File: config.mk
export PLATFORM = sky130hd
export DESIGN_NAME = clock_enable_scheduler_flat
export DESIGN_NICKNAME = d
export VERILOG_FILES = /design/src/rtl/clock_enable_scheduler_if.sv /design/src/rtl/clock_enable_scheduler.sv /design/src/flat_wrapper.sv
export SDC_FILE = /design/constraint.sdc
export NUM_CORES = 1
export LEC_CHECK = 0
export CORE_MARGIN = 2
export CORE_UTILIZATION = 45
export DETAILED_ROUTE_END_ITERATION = 12
export GPL_ROUTABILITY_DRIVEN = 0
export GPL_TIMING_DRIVEN = 1
export PLACE_DENSITY_LB_ADDON = 0.3
export SLEW_MARGIN = 15
export SYNTH_ARGS = -nofsm -noshare
export SYNTH_HDL_FRONTEND = slang
export SYNTH_SLANG_ARGS = --single-unit
File: constraint.sdc
create_clock -name master_clock_i -period 8.3 [get_ports master_clock_i]
set_input_delay 0.83 -clock master_clock_i [delete_from_list [all_inputs] [get_ports master_clock_i]]
set_output_delay 0.83 -clock master_clock_i [all_outputs]
set_load 0.1 [all_outputs]
File: src/rtl/clock_enable_scheduler_if.sv
// Handshake and clock-output bundle between a divisor/run controller and
// the clock enable scheduler.
interface clock_enable_scheduler_if #(
  parameter int unsigned CNT_W = 8
);
  logic             run_enable;
  logic             div_req;
  logic [CNT_W-1:0] div_value;
  logic             div_ack;
  logic             div_err;
  logic             busy;
  logic             clock_out;
  logic             tick;
  logic [1:0]       state;

  modport master (
    output run_enable, div_req, div_value,
    input  div_ack, div_err, busy, clock_out, tick, state
  );

  modport slave (
    input  run_enable, div_req, div_value,
    output div_ack, div_err, busy, clock_out, tick, state
  );
endinterface

File: src/rtl/clock_enable_scheduler.sv
// Divides the master clock by 2*HP with 50% duty. Stop requests and divisor
// changes only take effect on a 1->0 boundary, so no phase is ever cut short.
module clock_enable_scheduler #(
  parameter int unsigned CNT_W    = 8,
  parameter int unsigned RESET_HP = 2
) (
  input logic                     master_clock_i,
  input logic                     reset_i,
  clock_enable_scheduler_if.slave bus
);

  typedef enum logic [1:0] {
    IDLE     = 2'b00,
    RUN      = 2'b01,
    STOPPING = 2'b10
  } state_e;

  localparam logic [CNT_W-1:0] ZERO_C     = {CNT_W{1'b0}};
  localparam logic [CNT_W-1:0] ONE_C      = CNT_W'(1);
  localparam logic [CNT_W-1:0] RESET_HP_C = CNT_W'(RESET_HP);

  state_e           state_q;
  logic [CNT_W-1:0] hp_q;
  logic [CNT_W-1:0] pend_hp_q;
  logic [CNT_W-1:0] cnt_q;
  logic [CNT_W-1:0] cnt_d;
  logic             pend_q;
  logic             clock_out_q;
  logic             tick_q;
  logic             ack_q;
  logic             err_q;
  logic             clock_out_d;
  logic             tick_d;
  logic             wrap_s;
  logic             boundary_s;
  logic             req_ok_s;
  logic             accept_s;
  logic             reject_s;
  logic             apply_s;

  // Half-period counter step and divisor request qualification
  always_comb begin
    wrap_s     = (cnt_q == (hp_q - ONE_C));
    boundary_s = wrap_s && clock_out_q;
    req_ok_s   = bus.div_req && !pend_q && !ack_q && !err_q;
    accept_s   = req_ok_s && (bus.div_value != ZERO_C);
    reject_s   = req_ok_s && (bus.div_value == ZERO_C);
    apply_s    = pend_q && ((state_q == IDLE) || boundary_s);
    if (wrap_s) begin
      cnt_d       = ZERO_C;
      clock_out_d = ~clock_out_q;
      tick_d      = ~clock_out_q;
    end else begin
      cnt_d       = cnt_q + ONE_C;
      clock_out_d = clock_out_q;
      tick_d      = 1'b0;
    end
  end

  // Scheduler FSM, divisor handshake and all registered outputs
  always_ff @(posedge master_clock_i) begin
    if (reset_i) begin
      state_q     <= IDLE;
      hp_q        <= RESET_HP_C;
      pend_hp_q   <= ZERO_C;
      pend_q      <= 1'b0;
      cnt_q       <= ZERO_C;
      clock_out_q <= 1'b0;
      tick_q      <= 1'b0;
      ack_q       <= 1'b0;
      err_q       <= 1'b0;
    end else begin
      ack_q <= accept_s;
      err_q <= reject_s;
      if (accept_s) begin
        pend_hp_q <= bus.div_value;
        pend_q    <= 1'b1;
      end else if (apply_s) begin
        hp_q   <= pend_hp_q;
        pend_q <= 1'b0;
      end
      case (state_q)
        IDLE: begin
          cnt_q       <= ZERO_C;
          clock_out_q <= 1'b0;
          tick_q      <= 1'b0;
          state_q     <= bus.run_enable ? RUN : IDLE;
        end
        RUN: begin
          // Stop at once if the low phase has not started counting, or on a boundary
          if (!bus.run_enable && ((!clock_out_q && (cnt_q == ZERO_C)) || boundary_s)) begin
            state_q     <= IDLE;
            cnt_q       <= ZERO_C;
            clock_out_q <= 1'b0;
            tick_q      <= 1'b0;
          end else begin
            state_q     <= bus.run_enable ? RUN : STOPPING;
            cnt_q       <= cnt_d;
            clock_out_q <= clock_out_d;
            tick_q      <= tick_d;
          end
        end
        STOPPING: begin
          state_q     <= boundary_s ? IDLE : STOPPING;
          cnt_q       <= cnt_d;
          clock_out_q <= clock_out_d;
          tick_q      <= tick_d;
        end
        default: begin
          state_q     <= IDLE;
          cnt_q       <= ZERO_C;
          clock_out_q <= 1'b0;
          tick_q      <= 1'b0;
        end
      endcase
    end
  end

  assign bus.div_ack   = ack_q;
  assign bus.div_err   = err_q;
  assign bus.busy      = pend_q;
  assign bus.clock_out = clock_out_q;
  assign bus.tick      = tick_q;
  assign bus.state     = state_q;

endmodule

File: src/flat_wrapper.sv
// flat-port wrapper written by rule: the top's interface ports become plain ports
module clock_enable_scheduler_flat 
#(
  parameter int unsigned CNT_W    = 8,
  parameter int unsigned RESET_HP = 2
)
  (master_clock_i, reset_i, bus_run_enable, bus_div_req, bus_div_value, bus_div_ack, bus_div_err, bus_busy, bus_clock_out, bus_tick, bus_state);
  clock_enable_scheduler_if #(.CNT_W(CNT_W)) bus_i ();
  input logic master_clock_i;
  input logic reset_i;
  input wire logic [$bits(bus_i.run_enable)-1:0] bus_run_enable;
  input wire logic [$bits(bus_i.div_req)-1:0] bus_div_req;
  input wire logic [$bits(bus_i.div_value)-1:0] bus_div_value;
  output wire logic [$bits(bus_i.div_ack)-1:0] bus_div_ack;
  output wire logic [$bits(bus_i.div_err)-1:0] bus_div_err;
  output wire logic [$bits(bus_i.busy)-1:0] bus_busy;
  output wire logic [$bits(bus_i.clock_out)-1:0] bus_clock_out;
  output wire logic [$bits(bus_i.tick)-1:0] bus_tick;
  output wire logic [$bits(bus_i.state)-1:0] bus_state;
  assign bus_i.run_enable = bus_run_enable;
  assign bus_i.div_req = bus_div_req;
  assign bus_i.div_value = bus_div_value;
  assign bus_div_ack = bus_i.div_ack;
  assign bus_div_err = bus_i.div_err;
  assign bus_busy = bus_i.busy;
  assign bus_clock_out = bus_i.clock_out;
  assign bus_tick = bus_i.tick;
  assign bus_state = bus_i.state;
  clock_enable_scheduler #(.CNT_W(CNT_W), .RESET_HP(RESET_HP)) u_core (.master_clock_i(master_clock_i), .reset_i(reset_i), .bus(bus_i));
endmodule
==> results.json, run 1 <==
{
  "status": "finished, final reports clean",
  "path_clk_slew_ps": 100,
  "fin_ws_ps": 5060,
  "overflow": 0,
  "die_area_sq_um": 4090,
  "fin_cells": 237,
  "synth_nets": 193,
  "setup_violations": 0,
  "cp_slowest_cell": "a2111oi_4",
  "io_pins": 19,
  "grt_antenna_before_repair": 0,
  "core_sq_um": 3390,
  "drive_above_1_share_pct": 7.33,
  "postRouteAntennaNets": 0,
  "cts_tree": "done",
  "vias": 1255,
  "critical_path.most_common_cell": "ha_1",
  "antenna_cells": 0,
  "synth-warning-count": 0,
  "synth-seq-cells": 31,
  "final_cell_mix": "dfxtp_1, nor2_1, clkdlybuf4s50_1, mux2i_1",
  "cts_hold_buf": 0,
  "worstMarginPinSlew_ps": 969,
  "synth.largest_area_cell": "dfxtp_1",
  "grt_setup_unrepaired": "false",
  "wl_per_cell_microns": 13.0,
  "finClkSkew_ps": 7.31,
  "cp_data_arrival_time_ps": 3440,
  "dp_cells": 229,
  "htreeDepth": 2,
  "hold_viol_final": 0,
  "netlist.area_leader.share_pct": 38.4,
  "grtUsageTotal_pct": 17.2,
  "min_path_type": "reg2reg",
  "clk_latency_ps": 330,
  "peakVddDrop_mv": 0.0918,
  "clockRootBuffer": "clkbuf_4",
  "endpoint_kind": "flop",
  "cellPowerDensity_nw_per_um2": 161,
  "layout_min_cycle_time_ps": 3240,
  "ctsLongestPathBuffers": 2,
  "die_height_microns": 63.9,
  "slowest_delay_ps": 800,
  "synth-seq-area-share_pct": 38.4,
  "start_util_pct": 47.7,
  "p_leak_nw": 0.770,
  "cts.sinks": 31,
  "worstPathRequired_ps": 8500,
  "async_flop_share_pct": 0,
  "relSlewSlack_pct": 35.2,
  "maxCapViolCount": 0,
  "fp.dieW_microns": 63.9,
  "path_cells": "inv_1 > ha_1 > o21ba_1 > a221oi_1 > a41oi_1 > a2111oi_4 > ha_1 > o21ai_1 > mux2i_1 > nor2_1",
  "port_buffers": 18,
  "fmax_ghz": 0.309,
  "grt_pass1_vias": 1322,
  "startpoint_type": "flop",
  "critPathTopFamily": "compound AO/OA/AOI/OAI gates",
  "critPathKind": "reg2reg",
  "grt_pass1_wl_mm": 5.60,
  "netlist_area_sq_um": 1620,
  "synthToLayoutAreaGrowth_pct": 16.5,
  "critPathBufInv": 1,
  "drtIter0Drc": 94,
  "synthDistinctLibCells": 42,
  "finish.utilization_pct": 55.6,
  "synthTopCellsByArea": "dfxtp_1, mux2i_1, ha_1, nor2_1, xor2_1",
  "synth_edf_count": 0,
  "dp_hpwl_mm": 2.39,
  "setup_tns_ps": 0,
  "cts_setup_buffers": 0,
  "nNetsFinal": 211,
  "cts_resized": 0,
  "drv_slew": 0,
  "ys.flop_type": "dfxtp_1",
  "grt_max_degree": 23,
  "pre_cts_ws_ps": 5070,
  "synthCells": 172,
  "post_synth.cell_area_avg_sq_um": 9.40,
  "worstPathMaxFanout": 13,
  "firstDrtPassIters": 4,
  "avgViaCountPerCell": 5.30,
  "layout_commonest_cell": "dfxtp_1",
  "rows": 21,
  "drc": 0,
  "numCtsBuffers": 5,
  "wirelength_mm": 3.09,
  "period_share_pct": 39.0
}
## flip-flops by register name, summed over array words and instances, names as in the netlist
register / flops
u_core.hp_q: 8
u_core.bus.busy: 1
u_core.bus.div_ack: 1
u_core.pend_hp_q: 8
u_core.bus.tick: 1
u_core.bus.state: 2
u_core.bus.clock_out: 1
u_core.cnt_q: 8
u_core.bus.div_err: 1
## through the flow
stage	hold slack [ps]	power (mW)	instance area [sq um]
floorplan	453	0.191	1620
global placement	471	0.201	1810
detailed placement	479	0.203	1810
CTS	493	0.306	1880
global route	531	0.318	1880
finish	499	0.302	1880
## layer usage
| metal | routed length, microns | GRT usage (%) |
|---|---|---|
| met1 | 1390 | 19.6 |
| met2 | 1540 | 30.5 |
| met3 | 105 | 4.75 |
| met4 | 51 | 6.52 |
| met5 | 0 | 0 |
## Yosys cell counts (all sizes together), types with 2 or more instances
cell type and count:
nor2b 3, inv 10, and3 3, o21ai 5, mux2i 14, a211o 2, nor4 2, xnor2 7
a21oi 3, nand4 5, clkbuf 4, dfxtp 31, ha 9, a311oi 2, nand3 6, nor3 11
xor2 9, nand2 3, buf 3, nor2 24, or4 2
## cell type report
type,count,area (sq um)
clock buffer,7,65.1
clock inverter,1,7.51
fill,307,1510
inverter,10,37.5
multi-input combinational,124,915
sequential,31,621
tap,46,57.6
timing repair buffer,18,180
## cell families after synthesis
kind of cell / after synthesis / share of synthesized area, %
simple gates: 64 / 20.7
flops: 31 / 38.4
compound gates: 21 / 11.5
buf+inv: 17 / 5.03
xor+xnor: 16 / 8.67
mux: 14 / 8.67
fa+ha+maj: 9 / 6.97
## worst paths after layout
| kind | startpoint | end | slack, ps | depth (start not counted) |
|---|---|---|---|---|
| worst min register to register | u_core.pend_hp_q[7]$_SDFFE_PP0P_ | u_core.pend_hp_q[7]$_SDFFE_PP0P_ | 500 | 2 |
| worst max register to register | u_core.hp_q[0]$_SDFFE_PP0P_ | u_core.hp_q[4]$_SDFFE_PP0P_ | 5060 | 10 |
| worst max-delay path | u_core.hp_q[0]$_SDFFE_PP0P_ | u_core.hp_q[4]$_SDFFE_PP0P_ | 5060 | 10 |
| worst min-delay path | u_core.pend_hp_q[7]$_SDFFE_PP0P_ | u_core.pend_hp_q[7]$_SDFFE_PP0P_ | 500 | 2 |
## power by group
part	internal, mW	switching (mW)	total (mW)	leakage [nW]
clock network	0.0495	0.0540	0.103	0.0375
registers	0.153	0.00369	0.157	0.252
logic	0.0182	0.0235	0.0417	0.480
total	0.221	0.0812	0.302	0.770
## tightest hold or removal path, stage by stage (launching register included)
cell and delay (ps):
dfxtp_1 320, o21ai_0 70, a21oi_1 70
No activity file was read; power rests on OpenSTA's default activity.
==> run 2: changes to the inputs <==
Clock period 8.3 ns to 2.79 ns, I/O delays scaled along.
==> results.json, run 2 (synthesis results as in run 1) <==
{
  "worstPathRequired_ps": 2990,
  "grt_setup_unrepaired": "false",
  "dpl_cell_area_sq_um": 1810,
  "die_area_sq_um": 4090,
  "status": "finished, final reports clean",
  "fp.dieW_microns": 63.9,
  "clock_power_share_pct": 42.1,
  "port_buffers": 18,
  "cellPowerDensity_nw_per_um2": 534,
  "drv_slew": 0,
  "r2r_cells": 11,
  "hold_viol_final": 0,
  "dp_hpwl_mm": 2.54,
  "swShare_pct": 23.1,
  "slowest_delay_ps": 380,
  "reg2reg_slack_ps": 210,
  "path_clk_slew_ps": 100,
  "grt_max_degree": 23,
  "clockRootBuffer": "clkbuf_4",
  "maxCapViolCount": 0,
  "dp_cells": 231,
  "numCtsBuffers": 5,
  "postRouteAntennaNets": 0,
  "wl_per_cell_microns": 13.7,
  "cts_hold_buf": 0,
  "avgViaCountPerCell": 5.38,
  "setup_violations": 0,
  "worstPathMaxFanout": 6,
  "final_cell_mix": "dfxtp_1, nor2_1, mux2i_1, clkdlybuf4s50_1",
  "fmax_ghz": 0.388,
  "drive_above_1_share_pct": 13.9,
  "cp_slowest_cell": "dfxtp_2",
  "fin_cells": 240,
  "layout_commonest_cell": "dfxtp_1",
  "fin_area_sq_um": 1930,
  "path_cells": "inv_1 > ha_2 > nor2b_1 > a211o_1 > and3_2 > a2111oi_4 > ha_2 > or2b_1 > a21boi_0 > or3_1 > a31oi_4",
  "start_util_pct": 47.7,
  "drc": 0,
  "wirelength_mm": 3.29,
  "critPathKind": "reg2reg",
  "finClkSkew_ps": 13.4,
  "htreeDepth": 2,
  "core_sq_um": 3390,
  "worstMarginPinSlew_ps": 731,
  "antenna_cells": 0,
  "critical_path.most_common_cell": "ha_2",
  "die_height_microns": 63.9,
  "critPathBufInv": 1,
  "switchingPower_mw": 0.238,
  "finish.utilization_pct": 56.8,
  "cts_tree": "done",
  "period_share_pct": 92.3,
  "pwr-share-seq_pct": 45.5,
  "clk_latency_ps": 330,
  "p_leak_nw": 0.811,
  "setup_tns_ps": 0,
  "overflow": 0,
  "rows": 21,
  "cp_data_arrival_time_ps": 2780,
  "min_path_type": "reg2reg",
  "crit-reg2reg-capture": "u_core.bus.state[1]$_SDFF_PP0_",
  "nNetsFinal": 214,
  "hold_start": "u_core.pend_hp_q[7]$_SDFFE_PP0P_",
  "endpoint_kind": "flop",
  "hold_path_end": "u_core.pend_hp_q[7]$_SDFFE_PP0P_",
  "whs_path_depth": 2,
  "grt_pass1_wl_mm": 5.78,
  "intPower_mw": 0.791,
  "relSlewSlack_pct": 50.9,
  "combPwrFrac_pct": 12.4,
  "p_total_mw": 1.03,
  "cts.sinks": 31,
  "drtIter0Drc": 55,
  "firstDrtPassIters": 4,
  "peakVddDrop_mv": 0.355,
  "grtUsageTotal_pct": 18.0,
  "vias": 1292,
  "synthToLayoutAreaGrowth_pct": 19.2,
  "critPathTopFamily": "compound AO/OA/AOI/OAI gates",
  "io_pins": 19,
  "layout_min_cycle_time_ps": 2580,
  "r2r-start": "u_core.hp_q[0]$_SDFFE_PP0P_",
  "reg.largest.list": "u_core.cnt_q x8, u_core.hp_q x8, u_core.pend_hp_q x8",
  "grt_pass1_vias": 1289,
  "grt_antenna_before_repair": 0,
  "startpoint_type": "flop",
  "ctsLongestPathBuffers": 2
}
run 2: final cells by class:
class | instances | area (sq um)
fill | 312 | 1460
multi-input combinational | 124 | 923
sequential | 31 | 622
timing repair buffer | 21 | 185
clock inverter | 2 | 60.1
tap | 46 | 57.6
clock buffer | 6 | 41.3
inverter | 10 | 37.5
run 2: power groups by stage:
stage               Combinational, mW  Clock, mW  Sequential [mW]
global placement                0.121          0            0.477
floorplan                      0.0716          0            0.496
finish                          0.127      0.433            0.468
CTS                             0.127      0.441            0.468
global route                    0.138      0.461            0.471
detailed placement              0.127          0            0.478
run 2: per-stage QoR:
step           setup slack, ps  hold WS (ps)
5_1_grt                   30.8           516
6_report                   214           492
2_1_floorplan             63.3           415
4_1_cts                   71.9           492
3_3_place_gp               183           472
3_5_place_dp              9.66           478
run 2: per-layer routing:
metal	GRT usage, %	part of all wire (%)
met1	21.8	45
met2	30.7	50
met3	4.75	3.5
met4	5.71	1.2
met5	0	0
run 2: how the worst max path moves through the flow:
stage	start	to	slack, ps	cells after the start
2_1_floorplan	u_core.hp_q[0]$_SDFFE_PP0P_	u_core.hp_q[1]$_SDFFE_PP1P_	60	12
3_3_place_gp	u_core.hp_q[0]$_SDFFE_PP0P_	u_core.hp_q[0]$_SDFFE_PP0P_	180	10
3_5_place_dp	u_core.hp_q[0]$_SDFFE_PP0P_	u_core.hp_q[5]$_SDFFE_PP0P_	10	10
4_1_cts	u_core.hp_q[0]$_SDFFE_PP0P_	u_core.bus.state[1]$_SDFF_PP0_	70	11
5_1_grt	u_core.hp_q[1]$_SDFFE_PP1P_	u_core.bus.state[1]$_SDFF_PP0_	30	11
6_report	u_core.hp_q[0]$_SDFFE_PP0P_	u_core.bus.state[1]$_SDFF_PP0_	210	11
run 2: worst reg2reg max path, delay by kind of cell (launching register included):
| kind | cells | cell delay (ps) |
|---|---|---|
| AO/OA/AOI/OAI | 4 | 850 |
| adder cells (fa/ha/maj) | 2 | 450 |
| flip-flops | 1 | 380 |
| buffers and inverters | 1 | 60 |
| AND/OR/NAND/NOR | 4 | 710 |
run 2: repair_timing:
action,in CTS,in global routing
setup endpoints to repair,1,11
hold endpoints to repair,0,0
gates resized for setup,1,3
setup buffers,0,1
pin swaps,0,2
==> run 3: changes to the inputs <==
Settings changed: RECOVER_POWER set to 25, SKIP_LAST_GASP set to 1.
==> results.json, run 3 (synthesis results as in run 1) <==
{
  "status": "finished, final reports clean",
  "grtUsageTotal_pct": 18.0,
  "worstPathMaxFanout": 6,
  "synthToLayoutAreaGrowth_pct": 17.6,
  "fp.dieW_microns": 63.9,
  "path_clk_slew_ps": 100,
  "start_util_pct": 47.7,
  "maxCapViolCount": 0,
  "critPathKind": "reg2reg",
  "drive_above_1_share_pct": 10.3,
  "ctsLongestPathBuffers": 2,
  "io_pins": 19,
  "hold_viol_final": 0,
  "slowest_delay_ps": 380,
  "layout_min_cycle_time_ps": 2580,
  "worstMarginPinSlew_ps": 1160,
  "min_path_type": "reg2reg",
  "startpoint_type": "flop",
  "die_height_microns": 63.9,
  "overflow": 0,
  "numCtsBuffers": 5,
  "vias": 1292,
  "grt_setup_unrepaired": "false",
  "grt_pass1_wl_mm": 5.78,
  "endpoint_kind": "flop",
  "grt_antenna_before_repair": 0,
  "setup_violations": 0,
  "antenna_cells": 0,
  "dp_cells": 231,
  "grt_max_degree": 23,
  "n_fill_cell": 320,
  "dp_hpwl_mm": 2.54,
  "critPathBufInv": 1,
  "cp_slowest_cell": "dfxtp_2",
  "wl_per_cell_microns": 13.7,
  "multi_input_area_sq_um": 923,
  "critical_path.most_common_cell": "ha_2",
  "layout_commonest_cell": "dfxtp_1",
  "cts_tree": "done",
  "firstDrtPassIters": 4,
  "register_area_sq_um": 622,
  "cellPowerDensity_nw_per_um2": 540,
  "cts.sinks": 31,
  "setup_tns_ps": 0,
  "grt_pass1_vias": 1289,
  "core_sq_um": 3390,
  "clk_latency_ps": 330,
  "peakVddDrop_mv": 0.356,
  "port_buffers": 18,
  "relSlewSlack_pct": 23.0,
  "cp_data_arrival_time_ps": 2780,
  "critPathTopFamily": "compound AO/OA/AOI/OAI gates",
  "period_share_pct": 92.3,
  "p_leak_nw": 0.782,
  "drtIter0Drc": 54,
  "postRouteAntennaNets": 0,
  "fin_cells": 240,
  "drc": 0,
  "wirelength_mm": 3.28,
  "drv_slew": 0,
  "reg.largest.list": "u_core.cnt_q x8, u_core.hp_q x8, u_core.pend_hp_q x8",
  "path_cells": "inv_1 > ha_2 > nor2b_1 > a211o_1 > and3_2 > a2111oi_4 > ha_2 > or2b_1 > a21boi_0 > or3_1 > a31oi_4",
  "fmax_ghz": 0.388,
  "finClkSkew_ps": 14.2,
  "avgViaCountPerCell": 5.38,
  "clockRootBuffer": "clkbuf_4",
  "htreeDepth": 2,
  "rows": 21,
  "nNetsFinal": 214,
  "worstPathRequired_ps": 2990,
  "final_cell_mix": "dfxtp_1, nor2_1, mux2i_1",
  "die_area_sq_um": 4090,
  "reg2reg_slack_ps": 210
}
==> run 3: what timing repair did <==
action	in CTS	in global routing
pin swaps	0	2
hold buffers	0	0
buffers inserted	0	1
endpoints found under the setup margin	1	11
gates resized for setup	1	3
==> run 3: worst register-to-register path: stages (launching register included) <==
cell	delay (ps)
dfxtp_2	380
inv_1	60
ha_2	220
nor2b_1	160
a211o_1	300
and3_2	230
a2111oi_4	340
ha_2	230
or2b_1	150
a21boi_0	180
or3_1	170
a31oi_4	30
==> run 3: where the power goes <==
part	total, mW	internal (mW)	switching (mW)	leakage (nW)
Sequential	0.468	0.457	0.0114	0.252
Clock	0.434	0.280	0.154	0.0525
Combinational	0.125	0.0523	0.0723	0.477
Total	1.03	0.789	0.238	0.782
==> run 3: layout make-up <==
cell class	instances	share of cell area, %
inverters	10	1.97
multi-input cells	124	48.6
clock inverters	2	3.16
repair buffers	21	8.36
well taps	46	3.03
clock buffers	6	2.17
flip-flops and latches	31	32.7
==> run 3: final timing paths <==
kind | cells after the start | startpoint | endpoint
hold reg to reg | 2 | u_core.pend_hp_q[7]$_SDFFE_PP0P_ | u_core.pend_hp_q[7]$_SDFFE_PP0P_
setup / recovery | 11 | u_core.hp_q[0]$_SDFFE_PP0P_ | u_core.bus.state[1]$_SDFF_PP0_
hold / removal | 2 | u_core.pend_hp_q[7]$_SDFFE_PP0P_ | u_core.pend_hp_q[7]$_SDFFE_PP0P_
setup reg to reg | 11 | u_core.hp_q[0]$_SDFFE_PP0P_ | u_core.bus.state[1]$_SDFF_PP0_
==> run 3: metrics by stage <==
step                      area, sq um  total power, mW  utilization, %  setup WS, ps  hold slack, ps
after floorplan                  1620            0.568               -          63.3             415
after global placement           1810            0.598            53.3           183             472
after detailed placement         1810            0.605            53.3          9.66             478
after CTS                        1910             1.04            56.4          71.9             492
after global routing             1900             1.07            56.1          31.7             516
final                            1900             1.03            56.1           214             492
==> run 3: per-layer routing <==
layer | routed length, microns | vias up | GRT usage, %
met1 | 1480 | 617 | 21.8
met3 | 118 | 5 | 4.75
met2 | 1640 | 22 | 30.7
met5 | 0 | - | 0
li1 | - | 648 | -
met4 | 40 | 0 | 5.71
